<file path="src/rtl/spi_trace_encoder_pkg.sv">
// Shared definitions for the SPI trace encoder: record layout, ASCII constants
// and the record-to-character mapping used by the UART serialiser.
package spi_trace_encoder_pkg;

   localparam int unsigned RecW    = 48;
   localparam int unsigned LineLen = 16;

   localparam logic [7:0] AsciiCr    = 8'h0D;
   localparam logic [7:0] AsciiLf    = 8'h0A;
   localparam logic [7:0] AsciiSpace = 8'h20;

   // Capture FSM encoding. CapCmd is reserved: the start strobe already carries
   // the command byte, so capture moves straight from CapIdle to CapAddr.
   localparam logic [1:0] CapIdle = 2'd0;
   localparam logic [1:0] CapCmd  = 2'd1;
   localparam logic [1:0] CapAddr = 2'd2;
   localparam logic [1:0] CapData = 2'd3;

   typedef struct packed {
      logic [7:0]  cmd;
      logic [23:0] addr;
      logic [15:0] len;
   } trace_rec_t;

   function automatic logic [7:0] hex_char(input logic [3:0] nib);
      return (nib < 4'd10) ? (8'h30 + {4'h0, nib}) : (8'h37 + {4'h0, nib});
   endfunction

   // Character idx of the line "CC AAAAAA LLLL\r\n" for one record.
   function automatic logic [7:0] line_char(input trace_rec_t rec, input logic [3:0] idx);
      logic [7:0] c;
      case (idx)
         4'd0:    c = hex_char(rec.cmd[7:4]);
         4'd1:    c = hex_char(rec.cmd[3:0]);
         4'd2:    c = AsciiSpace;
         4'd3:    c = hex_char(rec.addr[23:20]);
         4'd4:    c = hex_char(rec.addr[19:16]);
         4'd5:    c = hex_char(rec.addr[15:12]);
         4'd6:    c = hex_char(rec.addr[11:8]);
         4'd7:    c = hex_char(rec.addr[7:4]);
         4'd8:    c = hex_char(rec.addr[3:0]);
         4'd9:    c = AsciiSpace;
         4'd10:   c = hex_char(rec.len[15:12]);
         4'd11:   c = hex_char(rec.len[11:8]);
         4'd12:   c = hex_char(rec.len[7:4]);
         4'd13:   c = hex_char(rec.len[3:0]);
         4'd14:   c = AsciiCr;
         default: c = AsciiLf;
      endcase
      return c;
   endfunction

endpackage

</file>
<file path="src/rtl/sync_fifo.sv">
// Single-clock FIFO with show-ahead read: rd_data always presents the oldest
// entry while empty is low. Writes when full and reads when empty are ignored.
module sync_fifo #(
   parameter int unsigned WIDTH = 8,
   parameter int unsigned DEPTH = 16
) (
   input  logic             clk,
   input  logic             reset,
   input  logic             wr_en,
   input  logic [WIDTH-1:0] wr_data,
   output logic             full,
   input  logic             rd_en,
   output logic [WIDTH-1:0] rd_data,
   output logic             empty
);

   localparam int unsigned AW = $clog2(DEPTH);

   logic [WIDTH-1:0] mem_q [DEPTH];
   logic [AW:0]      wr_ptr_q;
   logic [AW:0]      rd_ptr_q;
   logic             do_wr;
   logic             do_rd;

   // Extra pointer bit separates full from empty when the indices coincide.
   assign empty   = (wr_ptr_q == rd_ptr_q);
   assign full    = (wr_ptr_q[AW] != rd_ptr_q[AW]) &&
                    (wr_ptr_q[AW-1:0] == rd_ptr_q[AW-1:0]);
   assign rd_data = mem_q[rd_ptr_q[AW-1:0]];
   assign do_wr   = wr_en && !full;
   assign do_rd   = rd_en && !empty;

   always_ff @(posedge clk) begin
      if (reset) begin
         wr_ptr_q <= '0;
         rd_ptr_q <= '0;
      end else begin
         if (do_wr) begin
            wr_ptr_q <= wr_ptr_q + {{AW{1'b0}}, 1'b1};
         end
         if (do_rd) begin
            rd_ptr_q <= rd_ptr_q + {{AW{1'b0}}, 1'b1};
         end
      end
   end

   always_ff @(posedge clk) begin
      if (do_wr) begin
         mem_q[wr_ptr_q[AW-1:0]] <= wr_data;
      end
   end

endmodule

</file>
<file path="src/rtl/spi_trace_encoder.sv">
// Captures SPI transactions as {cmd, addr, len} records, buffers them, and
// prints each one to the UART as an uppercase-hex ASCII line.
module spi_trace_encoder #(
   parameter int unsigned FIFO_DEPTH = 16
) (
   input  logic       clk,
   input  logic       reset,
   input  logic       spi_cs,
   input  logic       spi_start_strobe,
   input  logic       spi_byte_strobe,
   input  logic [7:0] spi_byte,
   output logic [7:0] uart_tx,
   output logic       uart_tx_strobe,
   input  logic       uart_tx_ready,
   output logic [7:0] dropped_count
);

   import spi_trace_encoder_pkg::*;

   logic [1:0]     cap_state_q;
   logic [7:0]     cmd_q;
   logic [23:0]    addr_q;
   logic [1:0]     addr_cnt_q;
   logic [15:0]    len_q;
   logic           in_txn;
   logic           wr_q;
   trace_rec_t     wr_rec_q;

   logic           fifo_full;
   logic           fifo_empty;
   logic           fifo_rd;
   logic [RecW-1:0] fifo_rd_data;

   logic           busy_q;
   logic           strobe_prev_q;
   logic [3:0]     idx_q;
   trace_rec_t     line_q;
   logic [7:0]     tx_q;
   logic           tx_strobe;
   logic [7:0]     dropped_q;

   assign in_txn = (cap_state_q == CapAddr) || (cap_state_q == CapData);

   always_ff @(posedge clk) begin
      if (reset) begin
         cap_state_q <= CapIdle;
         cmd_q       <= '0;
         addr_q      <= '0;
         addr_cnt_q  <= '0;
         len_q       <= '0;
         wr_q        <= 1'b0;
         wr_rec_q    <= '0;
      end else begin
         wr_q <= 1'b0;
         if (spi_start_strobe) begin
            // A new command closes any open record in the same cycle.
            if (in_txn) begin
               wr_q     <= 1'b1;
               wr_rec_q <= {cmd_q, addr_q, len_q};
            end
            cmd_q       <= spi_byte;
            addr_q      <= '0;
            addr_cnt_q  <= '0;
            len_q       <= '0;
            cap_state_q <= CapAddr;
         end else if (spi_cs && in_txn) begin
            wr_q        <= 1'b1;
            wr_rec_q    <= {cmd_q, addr_q, len_q};
            cap_state_q <= CapIdle;
         end else if (spi_byte_strobe) begin
            case (cap_state_q)
               CapAddr: begin
                  // Bytes land from the top so a short address is zero-padded below.
                  case (addr_cnt_q)
                     2'd0:    addr_q[23:16] <= spi_byte;
                     2'd1:    addr_q[15:8]  <= spi_byte;
                     default: addr_q[7:0]   <= spi_byte;
                  endcase
                  addr_cnt_q <= addr_cnt_q + 2'd1;
                  if (addr_cnt_q == 2'd2) begin
                     cap_state_q <= CapData;
                  end
               end
               CapData: begin
                  if (len_q != 16'hFFFF) begin
                     len_q <= len_q + 16'd1;
                  end
               end
               CapIdle, CapCmd: ;
               default: ;
            endcase
         end
      end
   end

   always_ff @(posedge clk) begin
      if (reset) begin
         dropped_q <= '0;
      end else if (wr_q && fifo_full && (dropped_q != 8'hFF)) begin
         dropped_q <= dropped_q + 8'd1;
      end
   end

   sync_fifo #(
      .WIDTH (RecW),
      .DEPTH (FIFO_DEPTH)
   ) u_fifo (
      .clk     (clk),
      .reset   (reset),
      .wr_en   (wr_q),
      .wr_data (wr_rec_q),
      .full    (fifo_full),
      .rd_en   (fifo_rd),
      .rd_data (fifo_rd_data),
      .empty   (fifo_empty)
   );

   // Records stay in the FIFO while the UART is stalled, so buffering is
   // exactly FIFO_DEPTH lines deep.
   assign fifo_rd   = !busy_q && !fifo_empty && uart_tx_ready && !reset;
   assign tx_strobe = busy_q && uart_tx_ready && !strobe_prev_q && !reset;

   always_ff @(posedge clk) begin
      if (reset) begin
         busy_q        <= 1'b0;
         strobe_prev_q <= 1'b0;
         idx_q         <= '0;
         line_q        <= '0;
         tx_q          <= '0;
      end else begin
         strobe_prev_q <= tx_strobe;
         if (fifo_rd) begin
            busy_q <= 1'b1;
            idx_q  <= '0;
            line_q <= trace_rec_t'(fifo_rd_data);
            tx_q   <= line_char(trace_rec_t'(fifo_rd_data), 4'd0);
         end else if (tx_strobe) begin
            if (idx_q == 4'(LineLen - 1)) begin
               busy_q <= 1'b0;
            end else begin
               idx_q <= idx_q + 4'd1;
               tx_q  <= line_char(line_q, idx_q + 4'd1);
            end
         end
      end
   end

   assign uart_tx        = tx_q;
   assign uart_tx_strobe = tx_strobe;
   assign dropped_count  = dropped_q;

endmodule

</file>
<file path="config.mk">
export PLATFORM = sky130hd
export DESIGN_NAME = spi_trace_encoder
export DESIGN_NICKNAME = d
export VERILOG_FILES = /design/src/rtl/spi_trace_encoder_pkg.sv /design/src/rtl/sync_fifo.sv /design/src/rtl/spi_trace_encoder.sv
export SDC_FILE = /design/constraint.sdc
export NUM_CORES = 1
export LEC_CHECK = 0
export ABC_AREA = 0
export ABC_CLOCK_PERIOD_IN_PS = 6300
export BUFFER_PORTS_ARGS = -buffer_cell sky130_fd_sc_hd__buf_2
export CORE_UTILIZATION = 40
export DETAILED_ROUTE_END_ITERATION = 8
export GPL_ROUTABILITY_DRIVEN = 0
export PLACE_DENSITY = 0.63
export SETUP_SLACK_MARGIN = 0.5
export SYNTH_ARGS = -nofsm -noshare
export SYNTH_HDL_FRONTEND = slang
export SYNTH_SLANG_ARGS = --single-unit
</file>
<file path="constraint.sdc">
create_clock -name clk -period 6.3 [get_ports clk]
set_clock_uncertainty 0.1 [all_clocks]
set_input_delay 0.315 -clock clk [delete_from_list [all_inputs] [get_ports clk]]
set_output_delay 0.315 -clock clk [all_outputs]
set_load 0.1 [all_outputs]
</file>
==> flow_summary.json <==
{
  "status": "completed",
  "ys_async_sr_fraction": 0,
  "cp.depth": 6,
  "antenna_found_initial": 4,
  "synthFlopType": "edfxtp_1",
  "cp.required_ns": 6.50,
  "cellPowerDensity_nw_per_um2": 307.2,
  "worstPathArrival_ns": 3.98,
  "r2r-start": "u_fifo.wr_ptr_q[2]",
  "fin_tns_setup_ns": 0,
  "dieArea_um2": 95460,
  "finalHoldViolCount": 0,
  "grt_setup_unrepaired": "no",
  "min_from": "spi_byte_strobe",
  "wl_um": 89260,
  "yosysUniqueCellTypes": 73,
  "slew-limit-headroom": 0.2455,
  "final_max_slew_viol_count": 0,
  "yosys_warnings": 0,
  "fp-row-count": 112,
  "dpl.hpwl_um": 51950,
  "switching_share": 0.2175,
  "first_iter_violations": 2452,
  "grt_first_pass_wirelength_um": 133600,
  "ant_nets": 0,
  "h-tree-depth": 3,
  "cts_tree": "done",
  "met3_usage": 0.02878,
  "synth_nets": 2310,
  "clkLatencyLatePin_ns": 0.68,
  "max_stage_delay_ns": 0.90,
  "fmax_mhz": 264.2,
  "portBuffers": 29,
  "dr.pass1.iters": 6,
  "p_seq_frac": 0.522,
  "die_x_um": 309.0,
  "syn2layout_area_growth_pct": 13.05,
  "coreArea_um2": 93330,
  "fillCellCount": 7971,
  "holdPathStages": 6,
  "critical_path.endpoint_type": "flop",
  "grt_pass1_vias": 20560,
  "finalHoldWorstSlack_ns": 0.1731,
  "via_count": 20690,
  "initial_core_util": 0.4039,
  "cts_setup_buffers": 0,
  "nets": 2359,
  "cpMaxStageDelayCell": "nor2_4",
  "multi_input_area_um2": 10410,
  "diodes": 0,
  "timing.rr.end": "u_fifo.mem_q[8][16]",
  "p_clk_frac": 0.432,
  "syn_inst": 2268,
  "hold_end": "addr_q[18]",
  "cts_made_buffers": 96,
  "critical_path_class": "reg2reg",
  "yosysTopAreaCell": "edfxtp_1",
  "worst_slew_pin_slew_ns": 1.132,
  "cts_sinks": 952,
  "postPlaceCellArea_um2": 39320,
  "peakVddDrop_mv": 0.1917,
  "syn_avg_cell_area_um2": 16.62,
  "wire_per_inst_um": 24.44,
  "seq_area_frac_synth": 0.7096,
  "final_core_util": 0.4566,
  "critPathMaxFanout": 26,
  "comb_power_share": 0.046,
  "leakage_nw": 13.62,
  "use_met2": 0.2897,
  "p_int_w": 0.01024,
  "synth-edff-count": 768,
  "holdCritPathClass": "in2reg",
  "io_pins": 31,
  "r2r_cells": 6,
  "drive_gt1_frac": 0.1947,
  "die_height_um": 309.0,
  "power_switching_w": 0.002847,
  "grt_use_met1": 0.2803,
  "r2r_setup_slack_ns": 2.52,
  "drc": 0,
  "busiest_layer": "met2",
  "yosys.area.top_type_share": 0.6119,
  "period_share": 0.6008,
  "grt_max_degree": 123,
  "clk_pin_slew_ns": 0.06,
  "root_buffer": "clkbuf_16",
  "crit_family": "simple AND/OR/NAND/NOR gates",
  "crit_buf_inv": 1,
  "synth_area_leaders": "edfxtp_1 (61%), mux4_2 (14%), dfxtp_1 (9.8%)",
  "area.sequential_um2": 26760,
  "synth_seq_cells": 952,
  "path_cells": "xor2_1 -> nor4_1 -> a21oi_1 -> nand2_1 -> nor2_4 -> buf_4",
  "max-cap-violations": 0,
  "postLayoutCellArea_um2": 42610,
  "startpoint_type": "flop",
  "cts_buffer_depth": 3,
  "period_needed_ns": 3.785,
  "finalSetupViolCount": 0,
  "netlist_area_um2": 37690,
  "via_per_inst": 5.665,
  "grt.total_usage": 0.1892,
  "grt-ovfl-total": 0
}
worst max-delay path by stage:
stage,startpoint,endpoint
floorplan,u_fifo.wr_ptr_q[2],u_fifo.mem_q[3][0]
global placement,flop,uart_tx[2]
detailed placement,u_fifo.wr_ptr_q[2],u_fifo.mem_q[8][23]
CTS,flop,uart_tx[2]
global route,flop,uart_tx[2]
finish,u_fifo.wr_ptr_q[2],u_fifo.mem_q[8][16]
cell families after synthesis:
logic type | synth area share
AO/OA/AOI/OAI | 0.04143
AND/OR/NAND/NOR | 0.06237
buffers and inverters | 0.01796
adder cells (fa/ha/maj) | 0.009295
XOR/XNOR | 0.01162
other | 0.00009949
multiplexers | 0.1477
flip-flops | 0.7096
per-stage QoR:
| stage | std cells | setup WS, ns | power, W |
|---|---|---|---|
| floorplan | 2268 | 0.9223 | 0.007401 |
| global placement | 3460 | 2.607 | 0.007567 |
| detailed placement | 3460 | 2.531 | 0.007577 |
| CTS | 3652 | 2.502 | 0.01319 |
| global route | 3652 | 2.275 | 0.01347 |
| finish | 3652 | 2.515 | 0.01309 |
synth_stat cells, types with 7 or more instances:
| cell | instances |
|---|---|
| clkbuf_1 | 88 |
| nand4_1 | 26 |
| nand2_1 | 281 |
| mux2i_1 | 28 |
| o21ai_1 | 7 |
| nor3_1 | 16 |
| edfxtp_1 | 768 |
| xor2_1 | 28 |
| nand3_1 | 62 |
| xnor2_1 | 22 |
| inv_1 | 44 |
| nor4_1 | 7 |
| a21oi_1 | 155 |
| ha_1 | 28 |
| nand2b_1 | 9 |
| dfxtp_1 | 184 |
| mux4_2 | 233 |
| nor2_1 | 94 |
| nor2b_1 | 11 |
| buf_1 | 10 |
| o21ai_0 | 38 |
| buf_2 | 21 |
tightest hold or removal path, cell delays in order:
cell and delay (ns):
buf_2 0.11, nand2_1 0.07, nor3_2 0.04, buf_4 0.19, nand3_1 0.10, a21oi_1 0.05
power by group through the flow:
stage / Sequential [W] / Combinational (W) / Clock, W
after floorplan: 0.00697 / 0.000431 / 0
after global placement: 0.00696 / 0.000602 / 0
after detailed placement: 0.00697 / 0.000609 / 0
after CTS: 0.00683 / 0.000615 / 0.00574
after global routing: 0.00684 / 0.000657 / 0.00597
final: 0.00683 / 0.000608 / 0.00565
routing by layer:
metal  vias up  part of all wire  wire, µm
met1     10760              0.44     39260
li1       8932                 -         -
met4         0             0.023      2095
met3       157             0.077      6836
met2       835              0.46     41060
met5         -                 0         0
state kept, by name, summed over array words and instances, names as in the netlist, 2 cells and up, named ones only:
signal	flops
idx_q	4
dropped_count	8
u_fifo.rd_ptr_q	5
addr_q	24
uart_tx	7
cmd_q	8
line_q	48
u_fifo.wr_ptr_q	5
addr_cnt_q	2
len_q	16
wr_rec_q	48
u_fifo.mem_q	768
cap_state_q	2
final cells by class:
class	instances	area share
clock inverter	35	0.008780
sequential	952	0.6280
timing repair buffer	73	0.01257
multi-input combinational	1148	0.2442
inverter	46	0.004082
clock buffer	144	0.06551
tap	1254	0.03682
what timing repair did:
item                                   in CTS  in global routing
resized for setup                           0                  0
endpoints found under the hold margin      51                  0
hold buffers                               13                  0
layout by cell type (no fill, tap or decap), drive strengths merged, types with 5 or more instances in the layout:
cell | synthesis | final
nand2 | 281 | 281
xor2 | 28 | 28
and2 | 7 | 7
a22oi | 6 | 6
mux2i | 28 | 28
and3 | 6 | 6
mux4 | 233 | 233
dlygate4sd3 | 0 | 13
o21ai | 45 | 45
nor2b | 11 | 11
xnor2 | 22 | 22
o211ai | 6 | 6
nor3 | 16 | 16
nor2 | 94 | 94
a22o | 5 | 5
ha | 28 | 28
a21oi | 155 | 155
edfxtp | 768 | 768
or3 | 5 | 5
nand4 | 26 | 26
inv | 44 | 50
a211oi | 5 | 5
buf | 34 | 60
clkbuf | 88 | 144
clkinv | 2 | 25
nand3 | 62 | 62
nor4 | 7 | 7
o22ai | 6 | 6
nand2b | 9 | 9
dfxtp | 184 | 184
Power figures use the tool's default switching activity.
